[src/rtl/wdt_access_ctrl_if.sv]
`default_nettype none
// ============================================================================
// Module   : wdt_access_ctrl_if
// Brief    : Register bus between a host and the watchdog access controller.
// Revision : 1.0 - initial release
// ============================================================================
interface wdt_access_ctrl_if;
    logic [2:0] addr;
    logic [7:0] wdata;
    logic       wr;
    logic       rd;
    logic [7:0] rdata;

    modport master (
        output addr,
        output wdata,
        output wr,
        output rd,
        input  rdata
    );

    modport slave (
        input  addr,
        input  wdata,
        input  wr,
        input  rd,
        output rdata
    );
endinterface
`default_nettype wire

[src/rtl/wdt_access_ctrl.sv]
`default_nettype none
// ============================================================================
// Module   : wdt_access_ctrl
// Brief    : Register front-end and write-lock sequencer for a watchdog core.
//            Define WDT_UNLOCK_TIMEOUT_EN to auto-relock after 255 idle cycles.
// Revision : 1.0 - initial release
// ============================================================================
module wdt_access_ctrl (
    input  logic             clk,
    input  logic             reset_n,
    wdt_access_ctrl_if.slave bus,
    input  logic [15:0]      wd_counter_out,
    input  logic [15:0]      wd_reload_out,
    input  logic [7:0]       wd_config_out,
    output logic [15:0]      wd_counter_in,
    output logic [15:0]      wd_reload_in,
    output logic [7:0]       wd_config_in,
    output logic [1:0]       wd_counter_write,
    output logic [1:0]       wd_reload_write,
    output logic [1:0]       wd_zero_write,
    output logic             wd_config_write
);

    localparam logic [2:0] c_ADDR_CNT_LO = 3'd0;
    localparam logic [2:0] c_ADDR_CNT_HI = 3'd1;
    localparam logic [2:0] c_ADDR_RLD_LO = 3'd2;
    localparam logic [2:0] c_ADDR_RLD_HI = 3'd3;
    localparam logic [2:0] c_ADDR_CONFIG = 3'd4;
    localparam logic [2:0] c_ADDR_KEY    = 3'd5;
    localparam logic [2:0] c_ADDR_STATUS = 3'd6;
    localparam logic [2:0] c_ADDR_RSVD   = 3'd7;
    localparam logic [7:0] c_KEY_FIRST   = 8'h55;
    localparam logic [7:0] c_KEY_SECOND  = 8'hAA;

    typedef enum logic [1:0] {
        LOCKED   = 2'd0,
        KEY1     = 2'd1,
        UNLOCKED = 2'd2
    } lock_state_t;

    lock_state_t r_state;
    lock_state_t w_state_wr;
    lock_state_t w_state_nxt;

    logic        w_wr_cnt;
    logic        w_wr_rld;
    logic        w_wr_cfg;
    logic        w_wr_key;
    logic        w_wr_status;
    logic        w_wr_rsvd;
    logic        w_unlocked;
    logic        w_violation;
    logic        w_timeout_evt;
    logic        w_timeout_flag;

    logic [7:0]  r_rdata;
    logic [7:0]  r_shadow;
    logic        r_violation;
    logic [15:0] r_counter_in;
    logic [15:0] r_reload_in;
    logic [7:0]  r_config_in;
    logic [1:0]  r_counter_write;
    logic [1:0]  r_reload_write;
    logic [1:0]  r_zero_write;
    logic        r_config_write;

    always_comb begin
        w_wr_cnt    = bus.wr && ((bus.addr == c_ADDR_CNT_LO) || (bus.addr == c_ADDR_CNT_HI));
        w_wr_rld    = bus.wr && ((bus.addr == c_ADDR_RLD_LO) || (bus.addr == c_ADDR_RLD_HI));
        w_wr_cfg    = bus.wr && (bus.addr == c_ADDR_CONFIG);
        w_wr_key    = bus.wr && (bus.addr == c_ADDR_KEY);
        w_wr_status = bus.wr && (bus.addr == c_ADDR_STATUS);
        w_wr_rsvd   = bus.wr && (bus.addr == c_ADDR_RSVD);
        w_unlocked  = (r_state == UNLOCKED);
        w_violation = (w_wr_rld || w_wr_cfg) && !w_unlocked;

        // Lock transitions caused by this cycle's write; timeout is applied on top.
        w_state_wr = r_state;
        case (r_state)
            LOCKED: begin
                if (w_wr_key && (bus.wdata == c_KEY_FIRST)) w_state_wr = KEY1;
            end
            KEY1: begin
                if (w_wr_key)
                    w_state_wr = (bus.wdata == c_KEY_SECOND) ? UNLOCKED : LOCKED;
                else if (bus.wr && !w_wr_rsvd)
                    w_state_wr = LOCKED;
            end
            UNLOCKED: begin
                if (w_wr_key || w_wr_cfg) w_state_wr = LOCKED;
            end
            default: w_state_wr = LOCKED;
        endcase
    end

    assign w_state_nxt = w_timeout_evt ? LOCKED : w_state_wr;

`ifdef WDT_UNLOCK_TIMEOUT_EN
    logic [7:0] r_tmo_cnt;
    logic       r_timeout;

    // Fires only when the state would otherwise be held for another cycle.
    assign w_timeout_evt  = (r_state != LOCKED) && (w_state_wr == r_state) &&
                            (r_tmo_cnt == 8'hFF);
    assign w_timeout_flag = r_timeout;

    always_ff @(posedge clk or negedge reset_n) begin
        if (!reset_n) begin
            r_tmo_cnt <= 8'd0;
            r_timeout <= 1'b0;
        end else begin
            if (w_state_nxt != r_state)
                r_tmo_cnt <= 8'd0;
            else if (r_state != LOCKED)
                r_tmo_cnt <= r_tmo_cnt + 8'd1;

            if (w_timeout_evt)
                r_timeout <= 1'b1;
            else if (w_wr_status && bus.wdata[3])
                r_timeout <= 1'b0;
        end
    end
`else
    assign w_timeout_evt  = 1'b0;
    assign w_timeout_flag = 1'b0;
`endif

    always_ff @(posedge clk or negedge reset_n) begin
        if (!reset_n) begin
            r_state         <= LOCKED;
            r_rdata         <= 8'h00;
            r_shadow        <= 8'h00;
            r_violation     <= 1'b0;
            r_counter_in    <= 16'h0000;
            r_reload_in     <= 16'h0000;
            r_config_in     <= 8'h00;
            r_counter_write <= 2'b00;
            r_reload_write  <= 2'b00;
            r_zero_write    <= 2'b00;
            r_config_write  <= 1'b0;
        end else begin
            r_state         <= w_state_nxt;
            r_counter_write <= 2'b00;
            r_reload_write  <= 2'b00;
            r_config_write  <= 1'b0;
            r_zero_write    <= w_violation ? 2'b11 : 2'b00;

            // Odd address selects the high byte lane for both 16-bit registers.
            if (w_wr_cnt) begin
                r_counter_write <= {bus.addr[0], ~bus.addr[0]};
                r_counter_in    <= {bus.wdata, bus.wdata};
            end
            if (w_wr_rld && w_unlocked) begin
                r_reload_write <= {bus.addr[0], ~bus.addr[0]};
                r_reload_in    <= {bus.wdata, bus.wdata};
            end
            if (w_wr_cfg && w_unlocked) begin
                r_config_write <= 1'b1;
                r_config_in    <= bus.wdata;
            end

            if (w_violation)
                r_violation <= 1'b1;
            else if (w_wr_status && bus.wdata[2])
                r_violation <= 1'b0;

            if (bus.rd) begin
                case (bus.addr)
                    c_ADDR_CNT_LO: begin
                        r_rdata  <= wd_counter_out[7:0];
                        r_shadow <= wd_counter_out[15:8];
                    end
                    c_ADDR_CNT_HI: r_rdata <= r_shadow;
                    c_ADDR_RLD_LO: r_rdata <= wd_reload_out[7:0];
                    c_ADDR_RLD_HI: r_rdata <= wd_reload_out[15:8];
                    c_ADDR_CONFIG: r_rdata <= wd_config_out;
                    c_ADDR_STATUS: r_rdata <= {4'b0000, w_timeout_flag, r_violation,
                                               (r_state == UNLOCKED), (r_state == KEY1)};
                    default:       r_rdata <= 8'h00;
                endcase
            end
        end
    end

    assign bus.rdata        = r_rdata;
    assign wd_counter_in    = r_counter_in;
    assign wd_reload_in     = r_reload_in;
    assign wd_config_in     = r_config_in;
    assign wd_counter_write = r_counter_write;
    assign wd_reload_write  = r_reload_write;
    assign wd_zero_write    = r_zero_write;
    assign wd_config_write  = r_config_write;

endmodule
`default_nettype wire

[src/flat_wrapper.sv]
// flat-port wrapper written by rule: the top's interface ports become plain ports
module wdt_access_ctrl_flat 
  (clk, reset_n, wd_counter_out, wd_reload_out, wd_config_out, wd_counter_in, wd_reload_in, wd_config_in, wd_counter_write, wd_reload_write, wd_zero_write, wd_config_write, bus_addr, bus_wdata, bus_wr, bus_rd, bus_rdata);
  wdt_access_ctrl_if bus_i ();
  input  logic clk;
  input  logic reset_n;
  input  logic [15:0] wd_counter_out;
  input  logic [15:0] wd_reload_out;
  input  logic [7:0] wd_config_out;
  output logic [15:0] wd_counter_in;
  output logic [15:0] wd_reload_in;
  output logic [7:0] wd_config_in;
  output logic [1:0] wd_counter_write;
  output logic [1:0] wd_reload_write;
  output logic [1:0] wd_zero_write;
  output logic wd_config_write;
  input wire logic [$bits(bus_i.addr)-1:0] bus_addr;
  input wire logic [$bits(bus_i.wdata)-1:0] bus_wdata;
  input wire logic [$bits(bus_i.wr)-1:0] bus_wr;
  input wire logic [$bits(bus_i.rd)-1:0] bus_rd;
  output wire logic [$bits(bus_i.rdata)-1:0] bus_rdata;
  assign bus_i.addr = bus_addr;
  assign bus_i.wdata = bus_wdata;
  assign bus_i.wr = bus_wr;
  assign bus_i.rd = bus_rd;
  assign bus_rdata = bus_i.rdata;
  wdt_access_ctrl u_core (.clk(clk), .reset_n(reset_n), .bus(bus_i), .wd_counter_out(wd_counter_out), .wd_reload_out(wd_reload_out), .wd_config_out(wd_config_out), .wd_counter_in(wd_counter_in), .wd_reload_in(wd_reload_in), .wd_config_in(wd_config_in), .wd_counter_write(wd_counter_write), .wd_reload_write(wd_reload_write), .wd_zero_write(wd_zero_write), .wd_config_write(wd_config_write));
endmodule
[config.mk]
export PLATFORM = sky130hd
export DESIGN_NAME = wdt_access_ctrl_flat
export DESIGN_NICKNAME = d
export VERILOG_FILES = /design/src/rtl/wdt_access_ctrl_if.sv /design/src/rtl/wdt_access_ctrl.sv /design/src/flat_wrapper.sv
export SDC_FILE = /design/constraint.sdc
export NUM_CORES = 1
export LEC_CHECK = 0
export CAP_MARGIN = 10
export CORE_MARGIN = 4
export CORE_UTILIZATION = 40
export CTS_BUF_LIST = sky130_fd_sc_hd__clkbuf_8
export CTS_CLUSTER_DIAMETER = 30
export DETAILED_ROUTE_END_ITERATION = 8
export HOLD_SLACK_MARGIN = 0.05
export PLACE_DENSITY = 0.87
export SLEW_MARGIN = 20
export SYNTH_ARGS = -nofsm -noshare
export SYNTH_HDL_FRONTEND = slang
export SYNTH_SLANG_ARGS = --single-unit
[constraint.sdc]
create_clock -name clk -period 4.7 [get_ports clk]
set_clock_uncertainty 0.15 [all_clocks]
set_input_delay 0.47 -clock clk [delete_from_list [all_inputs] [get_ports clk]]
set_output_delay 0.47 -clock clk [all_outputs]
set_load 0.1 [all_outputs]
**After elaboration in Yosys (flattened, before gate mapping)**

Cells that the tools add are included.

- Bits in registers: 66
- Input port bits: 55
- Output and inout bits: 55

- Equality and inequality tests: 14
- Mux-type cells: 13
- Bitwise logic cells: 1
- Reductions and logical operators: 23

Operator list:

| cell | count |
|---|---|
| 8-bit one-hot mux with 6 select lines | 1 |
| 2-bit 2-to-1 mux | 8 |
| 3-bit == test, second input constant | 4 |
| 1-bit logical AND | 12 |
| 8-bit by 7-bit == test with 1-bit output, second input constant | 1 |
| 8-bit == test, second input constant | 1 |
| 3-bit by 2-bit == test with 1-bit output, second input constant | 2 |
| 2-bit one-hot mux with 3 select lines | 1 |
| 1-bit logical OR | 4 |
| 3-bit by 1-bit == test with 1-bit output, second input constant | 1 |
| 3-bit logical NOT | 1 |
| 1-bit 2-to-1 mux | 3 |
| 3-bit by 1-bit inequality test with 1-bit output, second input constant | 1 |
| 3-bit AND reduction | 1 |
| 2-bit by 1-bit == test with 1-bit output, second input constant | 1 |
| 2-bit == test, second input constant | 1 |
| 1-bit logical NOT | 2 |
| 2-bit logical NOT | 1 |
| 2-bit by 1-bit inequality test with 1-bit output, second input constant | 1 |
| 2-bit inequality test, second input constant | 1 |
| 2-bit AND reduction | 1 |
| 2-bit nonzero test | 1 |
| 1-bit NOT | 1 |

**Logic depth before layout (Yosys ltp)**

- Word-level depth: 7
- Mapped depth: 6
- Gate-level depth less buffers: 4

**Worst setup path after synthesis**

No wires, ideal clock.

- Path kind: register to output
- From: register u_core.r_reload_in[11] (netlist: u_core.wd_reload_in[11])
- To: output port wd_reload_in[11]
- Arrival time: 1.340 ns
- Slack: 2.740 ns
- Stages on the path, launching flop included: 2
- Buffers on the path: 1
- Path through: dfrtp_1 -> buf_4

RTL lines:

| element | line | text |
|---|---|---|
| start, declared | wdt_access_ctrl.sv:60 | `logic [15:0] r_reload_in;` |
| start signal, assigned | wdt_access_ctrl.sv:155 | `r_reload_in <= {bus.wdata, bus.wdata};` |
| end, declared | flat_wrapper.sv:11 | `output logic [15:0] wd_reload_in;` |

No word-level cell between the ends.

**Final worst setup path**

- From: input port bus_addr[1]
- To: register u_core.r_reload_in[10] (netlist: u_core.wd_reload_in[10])

- Cells in the longest elaborated chain, start to end: 4
- Elaborated cells on any way between the ends: 5

Ends and longest elaborated chain:

| element | line | text |
|---|---|---|
| start, declared | flat_wrapper.sv:17 | `input wire logic [$bits(bus_i.addr)-1:0] bus_addr;` |
| 3-bit by 2-bit == test with 1-bit output | wdt_access_ctrl.sv:69 | `w_wr_rld = bus.wr && ((bus.addr == c_ADDR_RLD_LO) \|\| (bus.addr == c_ADDR_RLD_HI));` |
| 1-bit logical OR (*) | wdt_access_ctrl.sv:69 |  |
| 1-bit logical AND (*) | wdt_access_ctrl.sv:69 |  |
| 1-bit logical AND (*) | wdt_access_ctrl.sv:153 | `if (w_wr_rld && w_unlocked) begin` |

Mark *: on every way between the ends. The rest lies on a longest branch, timed or not.
A chain may end at the register's enable or synchronous reset.

==> results.md <==
| Item | This run |
|---|---|
| Status | completed |
| Area taken by multi-input logic gates | 1050 um^2 |
| Share of flip-flops with an asynchronous set or reset after synthesis | 100% |
| Post-synthesis net count | 261 |
| Worst Reg-to-Reg Cells | 3 |
| Core Box Area | 5990 um^2 |
| Final critical-path share of the clock period | 53.8% |
| GR Overflow Total | 0 |
| H-tree depth reported by CTS | 2 |
| Slew headroom | 31.6% |
| Detailed placement HPWL | 4810 um |
| Diode insertion count for antenna repair | 0 |
| Boundary pin count | 110 |
| Mapped cell area | 2510 um^2 |
| Leakage power | 1.52 nW |
| Total of flip-flops plus latches after synthesis | 49 |
| Die span in y | 87.2 um |
| Leading area contributor after synthesis | sky130_fd_sc_hd__dfrtp_1 |
| Row count | 28 |
| RePlAce Congestion | 0.833 |
| Clk sinks | 49 |
| Number of cells produced by synthesis | 206 |
| Highest-count cells in the layout ignoring fill and taps | sky130_fd_sc_hd__clkdlybuf4s50_1, sky130_fd_sc_hd__dfrtp_1, sky130_fd_sc_hd__mux2_2 |
| # setup viols final | 0 |
| Max Fclk | 396 MHz |
| Yosys cell types | 43 |
| Final Hold Fails | 0 |
| Clock insertion delay at the later pin of the skew report | 300 ps |
| Worst min-delay path class | in -> async |
| DR DRC count | 0 |
| Largest net degree at the start of global routing | 50 |
| Number of buffers inserted by port buffering | 109 |
| Global-route wire length before repair | 9600 um |
| Via density per instance | 5.13 |
| Share of cells above drive strength 1 | 18.5% |
| Number of global-route vias before repair | 1935 |
| VDD IR max | 264 uV |
| Pwr Density | 342 nW/um^2 |
| Maximum clock insertion buffer count | 2 |
| Share of the synthesized area in the top cell type | 48.9% |
| Resized Gates After CTS | 0 |
| Area occupied by registers | 1230 um^2 |
| Nets@finish | 351 |
| Pre-Repair DR Iteration Count | 4 |
| Via Count | 1908 |
| Area Overhead vs Synth | 42.6% |
| Sum of internal, switching and leakage power | 1.22 mW |
| Number of antenna violations at the first check in global routing | 0 |
| Top cells by area in the synthesized netlist | sky130_fd_sc_hd__dfrtp_1, sky130_fd_sc_hd__mux2_2, sky130_fd_sc_hd__buf_4 |
| Number of nets still failing antenna checks after routing | 0 |
| Starting density of the core | 41.9% |
| Routed wire length | 6120 um |
| Main synth FF type | sky130_fd_sc_hd__dfrtp_1 |
| Number of hold buffers added after cts | 0 |
| Worst slew pin tran | 1020 ps |
| Filler cell count | 486 |
| Commonest non-fill, non-tap cell in the layout | sky130_fd_sc_hd__clkdlybuf4s50_1 |
| Total of warnings raised by yosys | 0 |
| Area enclosed by the die boundary | 7610 um^2 |
| Category of the critical setup timing path | in -> reg |
| Max-capacitance violation count | 0 |
| Average wire length per cell after detail routing | 16.5 um |
| Post-CTS Setup Bufs | 0 |
| Slew Viols, Final | 0 |
| Post-Synthesis Mean Instance Area | 12.2 um^2 |
| RSZ-0062 raised after global routing | false |
| Total global routing track utilization | 16.4% |
| Clock slew seen by the registers of the worst setup and hold paths | 90 ps |
| Drt first-iter violations | 120 |
| Sequential-to-total area share from yosys stat | 48.9% |
| Critical Path Sink Type | flop |
| Accumulated negative setup slack | 0 ps |
| Number of flops mapped to enable cells by yosys | 0 |
| Crit path max fanout | 22 |
| Width of the die | 87.2 um |
| Root buf cell | sky130_fd_sc_hd__clkbuf_8 |
| Worst setup SP type | input pin |
| Tightest hold margin | 18.6 ps |
| Worst path required time | 4740 ps |
| Clock tree from TritonCTS | built |
| Arrival time of the worst setup path | 2570 ps |
| TritonCTS buffer count | 5 |
| Final period demand of the worst path | 2530 ps |
==> final timing paths <==
kind | start | to | slack (ps)
worst max register to register | u_core.r_state[0] | u_core.wd_reload_in[10] | 2830
min in group clk | u_core.r_state[1] | u_core.r_state[0] | 320
worst max-delay path | bus_addr[1] | u_core.wd_reload_in[10] | 2170
worst min register to register | u_core.r_state[1] | u_core.r_state[0] | 320
max in group asynchronous | reset_n | u_core.wd_config_in[3] | 3980
worst min-delay path | reset_n | u_core.r_shadow[5] | 20
==> report_power, final <==
group	total (mW)	internal (mW)	switching, mW
Combinational	0.498	0.150	0.349
Sequential	0.484	0.460	0.0242
Clock	0.242	0.104	0.138
Total	1.22	0.713	0.510
==> flip-flops by register name (all words and copies together) (netlist names) <==
name                     count
u_core.r_state               2
u_core.wd_counter_write      2
u_core.wd_config_write       1
u_core.wd_counter_in         8
u_core.r_violation           1
u_core.wd_reload_in          8
u_core.wd_zero_write         1
u_core.bus.rdata             8
u_core.r_shadow              8
u_core.wd_reload_write       2
u_core.wd_config_in          8
==> Yosys cell counts (all sizes together), types with 2 or more instances <==
library cell  number
nor4bb             2
a31o               5
inv                4
nand2              4
o21ai              8
nand4              2
a21boi             5
nand3              3
buf               27
a21oi             14
dfrtp             49
nand2b             2
nor2               6
mux2i              8
nor2b              7
mux2              34
o22ai              5
nor3               2
nor4b              2
==> worst max-delay path, cell delays in order <==
cell and delay, ps:
sky130_fd_sc_hd__clkdlybuf4s50_1 1070, sky130_fd_sc_hd__nand4b_1 570, sky130_fd_sc_hd__mux2_2 450
==> per-stage QoR <==
stage	std cells	instance area (um^2)	setup WS [ps]	util, %
2_1_floorplan	206	2510	2740	-
3_3_place_gp	364	3490	1890	58.3
3_5_place_dp	364	3490	1840	58.3
4_1_cts	372	3580	2170	59.7
5_1_grt	372	3580	2020	59.8
6_report	372	3580	2170	59.8
==> routing by layer <==
layer	wire [um]	part of all wire [%]	up-vias	GRT usage [%]
met2	3210	52	57	26.9
li1	-	-	908	-
met4	128	2.1	0	6.28
met1	2470	40	934	21.3
met5	0	0	-	0
met3	309	5.0	9	3.22
==> kinds of logic after synthesis <==
logic type | after synthesis | synth area share, %
mux | 43 | 19.3
buf+inv | 32 | 9.12
compound gates | 44 | 11.2
flops | 49 | 48.9
simple gates | 38 | 11.5
==> area by class of cell <==
class	instances	share of cell area (%)
Sequential cell	49	34.3
Timing Repair Buffer	111	30.8
Multi-Input combinational cell	125	29.5
Tap cell	75	2.62
Clock buffer	5	1.92
Clock inverter	3	0.489
Inverter	4	0.419
Note: power is estimated with default switching activity, not from simulation.
